[src/rtl/uart_pkg.sv]
// rtl/uart_pkg.sv - shared constants, FSM encoding and timing helper for the UART receiver
package uart_pkg;

  localparam int PARITY_NONE = 0;
  localparam int PARITY_ODD  = 1;
  localparam int PARITY_EVEN = 2;

  typedef enum logic [2:0] {
    S_IDLE,
    S_START,
    S_DATA,
    S_PARITY,
    S_STOP,
    S_BREAK
  } state_t;

  function automatic int calc_cycle(input int freq_mhz, input int baud);
    return (freq_mhz * 1000000) / baud;
  endfunction

endpackage

[src/rtl/uart_rx_fifo.sv]
// rtl/uart_rx_fifo.sv - first-word-fall-through FIFO holding received words
module uart_rx_fifo #(
  parameter int WIDTH = 10,
  parameter int DEPTH = 4
) (
  input  logic             clk,
  input  logic             n_reset,
  input  logic             push,
  input  logic [WIDTH-1:0] push_data,
  input  logic             pop,
  output logic [WIDTH-1:0] pop_data,
  output logic             full,
  output logic             empty
);

  localparam int AW = $clog2(DEPTH);

  logic [WIDTH-1:0] mem [DEPTH];
  logic [AW:0]      wr_ptr;
  logic [AW:0]      rd_ptr;
  logic             do_push;
  logic             do_pop;

  assign empty   = (wr_ptr == rd_ptr);
  assign full    = (wr_ptr[AW] != rd_ptr[AW]) && (wr_ptr[AW-1:0] == rd_ptr[AW-1:0]);
  assign do_pop  = pop & ~empty;
  // A pop frees the head slot in the same cycle, so a push into a full FIFO is still taken.
  assign do_push = push & (~full | do_pop);
  assign pop_data = empty ? '0 : mem[rd_ptr[AW-1:0]];

  always_ff @(posedge clk or negedge n_reset) begin
    if (!n_reset) begin
      wr_ptr <= '0;
      rd_ptr <= '0;
    end else begin
      if (do_push) wr_ptr <= wr_ptr + 1'b1;
      if (do_pop)  rd_ptr <= rd_ptr + 1'b1;
    end
  end

  always_ff @(posedge clk) begin
    if (do_push) mem[wr_ptr[AW-1:0]] <= push_data;
  end

endmodule

[src/rtl/uart_rx_param.sv]
// rtl/uart_rx_param.sv - parametrised UART receiver with majority sampling and output FIFO
module uart_rx_param #(
  parameter int DATA_BITS         = 8,
  parameter int frequency_clk_ref = 100,
  parameter int BAUD_RATE         = 115200,
  parameter int PARITY            = 0,
  parameter int STOP_BITS         = 1,
  parameter int FIFO_DEPTH        = 4
) (
  input  logic                 clk,
  input  logic                 n_reset,
  input  logic                 rx_pin,
  output logic [DATA_BITS-1:0] rx_data,
  output logic                 rx_parity_err,
  output logic                 rx_frame_err,
  output logic                 rx_data_valid,
  input  logic                 rx_data_ready,
  output logic                 rx_overrun,
  output logic                 rx_busy
);
  import uart_pkg::*;

  localparam int CYCLE = calc_cycle(frequency_clk_ref, BAUD_RATE);
  localparam int HALF  = CYCLE / 2;
  localparam int CW    = $clog2(CYCLE + 1);
  localparam int BW    = 5;
  localparam logic [CW-1:0] C_LAST   = CW'(CYCLE - 1);
  localparam logic [CW-1:0] C_V0     = CW'(HALF - 2);
  localparam logic [CW-1:0] C_V1     = CW'(HALF - 1);
  localparam logic [CW-1:0] C_SAMPLE = CW'(HALF);

  state_t               state, state_next;
  logic                 sync1, sync2, sync3;
  logic [CW-1:0]        cycle_cnt;
  logic [BW-1:0]        bit_cnt;
  logic [1:0]           votes;
  logic [DATA_BITS-1:0] shift;
  logic                 parity_err, frame_err;
  logic                 fall, sample_pt, bit_end, maj, push, pop, fifo_full, fifo_empty;

  // Third flop only remembers the previous synced level for edge detection.
  always_ff @(posedge clk or negedge n_reset) begin
    if (!n_reset) {sync1, sync2, sync3} <= 3'b111;
    else          {sync1, sync2, sync3} <= {rx_pin, sync1, sync2};
  end

  assign fall      = sync3 & ~sync2;
  assign sample_pt = (cycle_cnt == C_SAMPLE);
  assign bit_end   = (cycle_cnt == C_LAST);
  assign maj       = (votes[0] & votes[1]) | (votes[0] & sync2) | (votes[1] & sync2);
  assign rx_busy   = (state != S_IDLE);

  always_ff @(posedge clk or negedge n_reset) begin
    if (!n_reset) state <= S_IDLE;
    else          state <= state_next;
  end

  always_comb begin
    state_next = state;
    push       = 1'b0;
    case (state)
      S_IDLE:   if (fall) state_next = S_START;
      S_START:  if (sample_pt && maj) state_next = S_IDLE;
                else if (bit_end)     state_next = S_DATA;
      S_DATA:   if (bit_end && bit_cnt == BW'(DATA_BITS - 1))
                  state_next = (PARITY != PARITY_NONE) ? S_PARITY : S_STOP;
      S_PARITY: if (bit_end) state_next = S_STOP;
      S_STOP:   if (sample_pt && bit_cnt == BW'(STOP_BITS - 1)) begin
                  push       = 1'b1;
                  state_next = maj ? S_IDLE : S_BREAK;
                end
      S_BREAK:  if (sync2) state_next = S_IDLE;
      default:  state_next = S_IDLE;
    endcase
  end

  always_ff @(posedge clk or negedge n_reset) begin
    if (!n_reset) begin
      cycle_cnt  <= '0;
      bit_cnt    <= '0;
      votes      <= '0;
      shift      <= '0;
      parity_err <= 1'b0;
      frame_err  <= 1'b0;
    end else begin
      if (state == S_IDLE || state_next == S_IDLE || state_next == S_BREAK) cycle_cnt <= '0;
      else cycle_cnt <= bit_end ? '0 : cycle_cnt + 1'b1;

      if (state != state_next) bit_cnt <= '0;
      else if (bit_end && (state == S_DATA || state == S_STOP)) bit_cnt <= bit_cnt + 1'b1;

      if (cycle_cnt == C_V0) votes[0] <= sync2;
      if (cycle_cnt == C_V1) votes[1] <= sync2;

      if (state == S_IDLE && fall) begin
        parity_err <= 1'b0;
        frame_err  <= 1'b0;
      end
      if (state == S_DATA && sample_pt) shift <= {maj, shift[DATA_BITS-1:1]};
      if (state == S_PARITY && sample_pt)
        parity_err <= ((^shift) ^ maj) != (PARITY == PARITY_ODD);
      if (state == S_STOP && sample_pt && !maj) frame_err <= 1'b1;
    end
  end

  assign pop = rx_data_valid & rx_data_ready;

  uart_rx_fifo #(
    .WIDTH (DATA_BITS + 2),
    .DEPTH (FIFO_DEPTH)
  ) u_fifo (
    .clk       (clk),
    .n_reset   (n_reset),
    .push      (push),
    .push_data ({frame_err | ~maj, parity_err, shift}),
    .pop       (pop),
    .pop_data  ({rx_frame_err, rx_parity_err, rx_data}),
    .full      (fifo_full),
    .empty     (fifo_empty)
  );

  assign rx_data_valid = ~fifo_empty;

  always_ff @(posedge clk or negedge n_reset) begin
    if (!n_reset) rx_overrun <= 1'b0;
    else          rx_overrun <= push & fifo_full & ~pop;
  end

endmodule
[config.mk]
export PLATFORM = sky130hd
export DESIGN_NAME = uart_rx_param
export DESIGN_NICKNAME = d
export VERILOG_FILES = /design/src/rtl/uart_pkg.sv /design/src/rtl/uart_rx_fifo.sv /design/src/rtl/uart_rx_param.sv
export SDC_FILE = /design/constraint.sdc
export NUM_CORES = 1
export LEC_CHECK = 0
export CORE_UTILIZATION = 35
export DETAILED_ROUTE_END_ITERATION = 8
export MAX_ROUTING_LAYER = met4
export SYNTH_ARGS = -nofsm -noshare
export SYNTH_HDL_FRONTEND = slang
export SYNTH_SLANG_ARGS = --single-unit
[constraint.sdc]
create_clock -name clk -period 3.3 [get_ports clk]
set_clock_uncertainty 0.1 [all_clocks]
set_input_delay 0.495 -clock clk [delete_from_list [all_inputs] [get_ports clk]]
set_output_delay 0.495 -clock clk [all_outputs]
set_load 0.05 [all_outputs]
==> metrics.cfg, run 1 <==
[run_status]
status = finished, final reports clean

[power]
leakagePower_nw = 1.69
powerDensity_mw_per_mm2 = 552
vdd_drop_max_mv = 0.262

[clock_network]
worstSkewPairLatency_ps = 360
cts_max_path_buffers = 2
cts.clk_slew.worst_paths_ps = 90
cts_tree = yes
ctsRootBufferMaster = clkbuf_8
numCtsBuffers = 9
clock_sinks = 80
htreeDepth = 3

[grt]
grt_overflow = 0
gr-usage-all-layers = 0.137
antenna_found_initial = 0
grt_pass1_wl_um = 11400
grt_max_degree = 41
first_global_vias = 2269

[route]
drtIter0Drc = 99
dr.pass1.iters = 4
wirelength_um = 6700
vias = 2200
avgViaCountPerCell = 5.03
drcViolationCount = 0
routedWlPerCell_um = 15.3
final_antenna_net_count = 0

[cells_and_area]
area_growth_pct = 14.6
nets = 311
antenna_cells = 0
drive_above_1_share = 0.186
fill_cells = 965
final_cell_area_mm2 = 0.00433

[placement]
port_buffers = 16
hpwl_um = 4560
place_congestion = 0.777
placed_cell_area_mm2 = 0.00412

[worst_setup_path]
crit_family = buffers and inverters
cp_data_arrival_time_ps = 2480
cp_max_fo = 9
startpoint_type = register
critPathBufInv = 2
crit_path_top_delay_cell = clkdlybuf4s50_1
slowest_delay_ps = 690
cp-end-kind = output port
crit_type = register to output port
worstPathCellList = buf_12, mux4_2, and2_1, clkdlybuf4s50_1
required_ps = 2700

[timing]
slew_violations = 0
rsz0062_at_grt = no
finalSetupTns_ps = 0
final-setup-viol-count = 0
fmax_mhz = 326
max-slew-margin-rel = 0.376
post-route-min-period_ps = 3070
fin_crit_sh = 0.930
worst_slew_pin_slew_ps = 936
hold_viol = 0

[hold_path]
hp-class = input pin to async pin

[die]
start_util = 0.363
rows = 37
ios = 17
die_area_mm2 = 0.0112
core_area_mm2 = 0.0104
die_w_um = 106
die_y_um = 106

[synthesis]
yosysWarnings = 0
syn_nets = 287
syn_area_mm2 = 0.00378
synth.distinct_cells = 55
yosys_register_bits = 80
ys_async_sr_fraction = 0.500
synth_edf_count = 40
syn_avg_cell_area_um2 = 13.9
synthCells = 272
ys_seq_area_frac = 0.584
ys.flop_type = edfxtp_1

[flow_run]
cap_violations = 0

## cells in the mapped netlist (3+ instances only)
cell      instances  area [um^2]
edfxtp_1         40         1200
dfrtp_1          37          926
xnor2_1          23          201
and2_1           14         87.6
a21oi_1          11         55.1
ha_1             11          138
nand3_1          11         55.1
inv_1            10         37.5
mux4_2           10          225
nand2_1           9         33.8
mux2_2            8         90.1
nor4_1            8         50.1
nor2_1            6         22.5
nand2b_1          5         31.3
clkbuf_1          4         15.0
nor3_1            4         20.0
xor2_1            4         35.0
dfstp_2           3         78.8
mux2_1            3         33.8
nand3b_1          3         22.5
o21ai_0           3         15.0
## power by group
part           total (mW)  switching (mW)  internal [mW]
registers            1.21           0.102           1.10
clock network       0.750           0.386          0.364
logic               0.435           0.227          0.207
## layout make-up
type	count	area [um^2]	share of cell area
multi-input cells	173	1500	0.345
flip-flops and latches	80	2210	0.509
inverters	10	37.5	0.00867
clock inverters	7	85.1	0.0196
repair buffers	22	213	0.0491
clock buffers	9	124	0.0286
well taps	136	170	0.0393
## kinds of logic (layout without fill, tap and decap cells)
logic type	count (synthesis)	count (layout)	synth area share
flip-flops	80	80	0.584
adder cells (fa/ha/maj)	12	12	0.0391
AO/OA/AOI/OAI	27	27	0.0493
AND/OR/NAND/NOR	84	84	0.146
multiplexers	23	23	0.0977
XOR/XNOR	27	27	0.0626
buffers and inverters	19	48	0.0215
## through the flow
step | cells | utilization | worst slack (ps) | power, mW | hold slack (ps)
after global placement | 421 | 0.395 | 494 | 1.66 | 247
final | 437 | 0.416 | 230 | 2.39 | 177
after global routing | 437 | 0.416 | 116 | 2.52 | 253
after detailed placement | 421 | 0.395 | 378 | 1.66 | 249
after floorplan | 272 | - | 833 | 1.52 | 99.4
after CTS | 437 | 0.415 | 120 | 2.42 | 195
## registers in the layout, summed over array words and instances, names as in the netlist, 2 cells and up
| name | cells |
|---|---|
| u_fifo.rd_ptr | 3 |
| bit_cnt | 5 |
| votes | 2 |
| cycle_cnt | 10 |
| state | 3 |
| u_fifo.wr_ptr | 3 |
| shift | 8 |
| u_fifo.mem | 40 |
## placed cells by master, fill, tap and decap left out, types with 5 or more instances in the layout
cell type        netlist  routed
buf_4                  0       5
nand2b_1               5       5
nor2_1                 6       6
nand3_1               11      10
inv_1                 10      10
dfrtp_1               37      37
nor4_1                 8       8
xnor2_1               23      23
ha_1                  11      11
clkbuf_8               0       9
clkdlybuf4s50_1        0      15
edfxtp_1              40      40
mux4_2                10      10
a21oi_1               11      11
and2_1                14      14
mux2_2                 8       8
nand2_1                9       9
## path summary, 6_finish.rpt
kind                                   from  cells past startpoint  slack [ps]               end
max in group asynchronous           n_reset                      1        2340  u_fifo.rd_ptr[2]
max reg2reg                    cycle_cnt[0]                      6         380  u_fifo.mem[3][7]
min reg2reg                           sync1                      0         260             sync2
min                                 n_reset                      1         180      cycle_cnt[3]
max                        u_fifo.rd_ptr[0]                      4         230      rx_frame_err
min in group clk                      sync1                      0         260             sync2
## metal layers
metal	vias to the layer above	global-route usage	share of wire
met4	0	0.0546	0.019
met5	-	-	0
met3	11	0.0343	0.029
met1	1105	0.175	0.47
met2	31	0.211	0.48
li1	1053	-	-
## timing repair
item,4_1_cts,5_1_grt
setup endpoints to repair,0,10
gates resized for setup,0,1
hold buffers,0,0
setup buffers,0,0
(Power assumes the default switching activity.)
==> run 2, diff against run 1 <==
--- a/config.mk
+++ b/config.mk
@@ -8,6 +8,7 @@
 export CORE_UTILIZATION = 35
 export DETAILED_ROUTE_END_ITERATION = 8
 export MAX_ROUTING_LAYER = met4
+export REMOVE_ABC_BUFFERS = 1
 export SYNTH_ARGS = -nofsm -noshare
 export SYNTH_HDL_FRONTEND = slang
 export SYNTH_SLANG_ARGS = --single-unit
==> run 2 against run 1 <==
Compared with the run above:
- worst setup slack improved by 9.3 ps
- worst hold slack got worse by 21 ps
- non-clock buffer count unchanged
- wire length increased by 2.0%
- die area unchanged
- final cell count unchanged
- critical path type unchanged
- largest cell class unchanged
- largest power group unchanged
==> metrics.cfg, run 2 (synthesized netlist as in run 1, its figures left out) <==
[power]
comb_power_share = 0.175  ; -0.007
vdd_drop_max_mv = 0.284  ; +8.6%
powerDensity_mw_per_mm2 = 552  ; about the same
leakagePower_nw = 1.69  ; -0.28%
seq_power_share = 0.502  ; -0.002
sw_frac_of_total = 0.303  ; +0.00336
switchingPower_mw = 0.722  ; +0.78%
finalPower_mw = 2.38  ; -0.34%
clkPwrFrac = 0.322  ; +0.008
p_int_mw = 1.66  ; -0.81%

[clock_network]
clock_sinks = 80  ; unchanged
hold_buffers = 0  ; unchanged
cts.clk_slew.worst_paths_ps = 90  ; about the same
cts_tree = yes
cts.repair.resized = 0  ; unchanged
post-cts-setup-buffers = 0  ; unchanged
worstSkewPairLatency_ps = 350  ; about the same
cts_max_path_buffers = 2  ; unchanged
htreeDepth = 3  ; unchanged
numCtsBuffers = 9  ; unchanged
ctsRootBufferMaster = clkbuf_8

[hold_path]
hp-class = input pin to async pin

[grt]
gr-usage-all-layers = 0.141  ; +0.00377
first_global_vias = 2355  ; +3.8%
grt_max_degree = 41  ; unchanged
grt_overflow = 0  ; unchanged
antenna_found_initial = 0  ; unchanged
grt_pass1_wl_um = 11700  ; +2.7%

[route]
avgViaCountPerCell = 5.02  ; -0.23%
final_antenna_net_count = 0  ; unchanged
vias = 2195  ; -0.23%
wirelength_um = 6830  ; +2.0%
routedWlPerCell_um = 15.6  ; +2.0%
dr.pass1.iters = 4  ; unchanged
drcViolationCount = 0  ; unchanged
drtIter0Drc = 117  ; +18%

[worst_setup_path]
worstPathCellList = buf_4, mux4_2, and2_1, clkdlybuf4s50_1
cp_max_fo = 10  ; +1
cp_data_arrival_time_ps = 2470  ; about the same
ff2ff_setup_slack_ps = 360  ; -20 ps
r2r-start = cycle_cnt[0]
crit_path_top_delay_cell = clkdlybuf4s50_1
r2r-end = u_fifo.mem[3][9]
cp-end-kind = output port
required_ps = 2700  ; about the same
slowest_delay_ps = 690  ; about the same
startpoint_type = register
crit_type = register to output port
crit_path_start = u_fifo.rd_ptr[0]
reg2reg_depth = 6  ; unchanged

[placement]
place_congestion = 0.790  ; +1.6%
hpwl_um = 4610  ; +1.0%
port_buffers = 16  ; unchanged
placed_cell_area_mm2 = 0.00411  ; -0.30%
dp.cells = 421  ; unchanged

[die]
core_area_mm2 = 0.0104  ; unchanged
die_y_um = 106  ; unchanged
ios = 17  ; unchanged
rows = 37  ; unchanged
die_w_um = 106  ; unchanged
start_util = 0.363  ; unchanged
die_area_mm2 = 0.0112  ; unchanged

[timing]
post-route-min-period_ps = 3060  ; -9.27 ps
slew_violations = 0  ; unchanged
final-setup-viol-count = 0  ; unchanged
rsz0062_at_grt = no
worst_slew_pin_slew_ps = 897  ; -39.0 ps
max-slew-margin-rel = 0.402  ; +0.0260
fmax_mhz = 327  ; +0.30%
hold_viol = 0  ; unchanged
fin_crit_sh = 0.928  ; -0.00281
finalSetupTns_ps = 0  ; unchanged

[flow_run]
cap_violations = 0  ; unchanged

[cells_and_area]
nets = 311  ; unchanged
layoutNonFillerInstCount = 437  ; unchanged
layout_common_cells = edfxtp_1 (40), dfrtp_1 (37), xnor2_1 (23), clkdlybuf4s50_1 (15), and2_1 (14)
largest_register_ffs = 40  ; unchanged
final_common_cell = edfxtp_1
fin_util = 0.415  ; -0.00120
drive_above_1_share = 0.183  ; -0.00332
area_growth_pct = 14.3
final_cell_area_mm2 = 0.00432  ; -0.29%
antenna_cells = 0  ; unchanged

[run_status]
status = finished, final reports clean

==> run 2: changes by cell type in the layout (fill, tap and decap cells not counted), sizes merged <==
cell / delta
inv: -1
clkinv: +1
==> run 2: metrics by stage <==
step                hold slack (ps)  setup WS (ps)
finish                          156            239
global route                    257            120
CTS                             191            205
detailed placement              248            385
global placement                248            541
floorplan                      99.4            692
==> run 2: power groups by stage <==
stage	logic, mW	registers [mW]	clock network, mW
2_1_floorplan	0.269	1.23	0
3_3_place_gp	0.421	1.21	0
3_5_place_dp	0.420	1.22	0
4_1_cts	0.425	1.19	0.785
5_1_grt	0.464	1.21	0.828
6_report	0.418	1.20	0.768
==> run 2: layer usage <==
metal,GRT usage,wire length [um]
met1,0.183,3270
met2,0.214,3260
met3,0.0282,199
met4,0.0635,102
met5,-,0
==> run 2: worst max path at each step <==
stage	slack, ps	endpoint	depth (start not counted)
global placement	540	u_fifo.mem[3][0]	6
floorplan	690	rx_data[0]	3
global route	120	rx_data[6]	4
detailed placement	380	u_fifo.mem[3][2]	6
CTS	200	rx_data[6]	4
finish	240	rx_data[6]	4
==> run 2: critical path, delay by kind of cell (launching register included) <==
family	cells	cell delay [ps]
and+or+nand+nor	1	170
DFF	1	430
muxes	1	550
buffers and inverters	2	960
==> run 2: layout make-up <==
type	count	area, um^2
clock buffers	9	124
clock inverters	7	90.1
fillers	946	6100
inverters	10	37.5
multi-input cells	173	1490
flip-flops and latches	80	2210
well taps	136	170
repair buffers	22	200
==> patch, RTL diff (settings of run 2) <==
Change the parameter `PARITY` from 0 to 1.
--- a/src/rtl/uart_rx_param.sv
+++ b/src/rtl/uart_rx_param.sv
@@ -3,7 +3,7 @@
   parameter int DATA_BITS         = 8,
   parameter int frequency_clk_ref = 100,
   parameter int BAUD_RATE         = 115200,
-  parameter int PARITY            = 0,
+  parameter int PARITY            = 1,
   parameter int STOP_BITS         = 1,
   parameter int FIFO_DEPTH        = 4
 ) (
Check against the original RTL: no difference found for any inputs over 10 cycles, from zero or initial values and one cycle with n_reset low; that may be too few to reach the edited logic, so the function may still have changed.
==> patch against run 2 <==
- routed wire length is 5.9% higher
- sequential power is 3% lower
- sequential share of layout area is 2.4 points lower
- register-to-register slack better by 240 ps
- sequential cell count stayed put
- final area is 5.1% higher
- non-clock buffer count is 2 lower
- worst setup slack better by 26 ps
- total power is 9.1% higher
- synthesized area is 4.7% higher
- count of clock-buffer cells in the layout stayed put
==> patch: results (changes against run 2) <==
The flow ran to the end, and the final reports show no timing, DRC or antenna violations. The worst supply voltage drop on vdd is 0.285 mV (+0.30%). The largest net degree at the start of global routing was 41 (unchanged). The count of pins over their slew limit is 0 (unchanged). The maximum buffer depth of the clock tree came out at 2 (unchanged). The CTS buffer count came out at 9 (unchanged).

The final-layout fill cell count came to 1048 (+11%). The number of nets in the layout came out at 326 (+4.8%). The routed length on met3 came to 278 um (+40%). The detailed-route wire length on metal 1 is 3250 um (-0.58%). The clock edge transition at the registers on the reported setup and hold paths came out at 60 ps (-30 ps). The average detailed-routed wire length per instance is 15.9 um (+1.5%).

The area after detailed placement came out at 4220 um2 (+2.8%). The detailed router used layers up to and including met4. The count of input and output buffers is 16 (unchanged). The via count of the first global-routing pass came out at 2342 (-0.55%). The fraction of registers with async set/reset is 50.0% (unchanged). The arrival time at the worst endpoint is 2440 ps (-30 ps). The number of vias per cell after detailed routing came out at 5.14 (+2.4%). CTS placed an instance of clkbuf_16 at the clock tree root. The power per cell area was 572 nW/um2 (+3.8%). The estimated wirelength of the detail-placed design is 4850 um (+5.2%). The met2 wirelength from detailed routing is 3630 um (+11%). The worst slew slack as a fraction of its limit came out at 39.9% (-0.31 points). The number of enable-type register cells in the synthesized netlist is 40 (unchanged). The leakage power figure is 1.81 nW (+6.9%). The cell count after synthesis came out at 293 (+7.7%).

The source-to-sink clock delay at the later pin of the worst-skew pair came out at 330 ps (-20 ps). By area the synthesized netlist is led by edfxtp_1, dfrtp_1, mux4_2, xnor2_1, ha_1. The weighted congestion at the end of routability-driven global placement came out at 0.818 (+3.5%). The violation count after the first detailed-route iteration came out at 96 (-18%).

The count of placed standard cells in the final layout, fillers left out is 456 (+4.3%). The number of cells in the design after placement is 440 (+4.5%). The post-synthesis sequential area ratio is 55.8% (-2.6 points). The number of H-tree levels is 3 (unchanged). The number of distinct library cell variants in the gate-level netlist after synthesis is 53 (-3.6%). In the synthesized netlist, the cells that appear most often are edfxtp_1, dfrtp_1, nand2_1. The first-pass iteration count of the detailed router is 4 (unchanged). The global-route wire length before repair was 12100 um (+3.3%). The total number of yosys warnings was 0 (unchanged). The flip-flop count of the largest register after layout came out at 40 (unchanged). The share of final-layout standard cells stronger than drive strength 1 was 17.4% (-0.87 points). The largest fanout of any net on the critical path came out at 8 (-2).

The global-route usage over all layers is 14.1% (about the same).
[patch: area by class of cell]
cell class                 instances  share of cell area [%]
clock buffer                       9                    4.96
clock inverter                     7                    1.90
inverter                           9                   0.744
multi-input combinational        191                    35.7
sequential                        80                    48.6
tap                              140                    3.86
timing repair buffer              20                    4.19
[patch: layer usage]
metal | up-vias | global-route usage, %
met5 | - | -
met4 | 0 | 4.05
met3 | 8 | 3.25
met2 | 51 | 22.8
met1 | 1159 | 17.7
li1 | 1128 | -
[patch: kinds of logic after synthesis]
group | count (synthesis) | share of synthesized area [%]
and+or+nand+nor | 97 | 14.7
buffers and inverters | 22 | 3.26
adders and majority gates | 12 | 3.73
DFF | 80 | 55.8
muxes | 24 | 9.59
xor gates and xnor gates | 29 | 6.42
AOI/OAI and AO/OA | 29 | 6.52
[patch: what timing repair did]
item                                    4_1_cts  5_1_grt
buffers inserted                              0        0
endpoints found under the setup margin        0       10
resized for setup                             0        3
[patch: where the power goes]
group,switching [W],leakage [nW],internal [W]
combinational,0.000232,0.687,0.000177
clock,0.000422,0.150,0.000603
sequential,0.0000757,0.969,0.00109
[patch: worst paths after layout]
check	start	endpoint	slack, ps	cells past startpoint
worst max-delay path	u_fifo.rd_ptr[0]	rx_data[4]	270	4
worst min-delay path	n_reset	cycle_cnt[7]	190	1
worst max register to register	cycle_cnt[0]	u_fifo.mem[3][3]	600	6
worst min register to register	sync1	sync2	260	0
max in group asynchronous	n_reset	u_fifo.rd_ptr[0]	2290	1
min in group clk	sync1	sync2	260	0
[patch: worst max-delay path: stages, from the launching register on]
cell and delay (ps):
dfrtp_2 510, buf_4 230, mux4_2 500, and2_1 170, clkdlybuf4s50_1 690
[patch: stage by stage]
| stage | hold WS [ps] | worst slack (ps) |
|---|---|---|
| after global placement | 246 | 493 |
| after CTS | 225 | 98.3 |
| after floorplan | 99.4 | 731 |
| after global routing | 265 | 97.2 |
| final | 189 | 265 |
| after detailed placement | 251 | 467 |
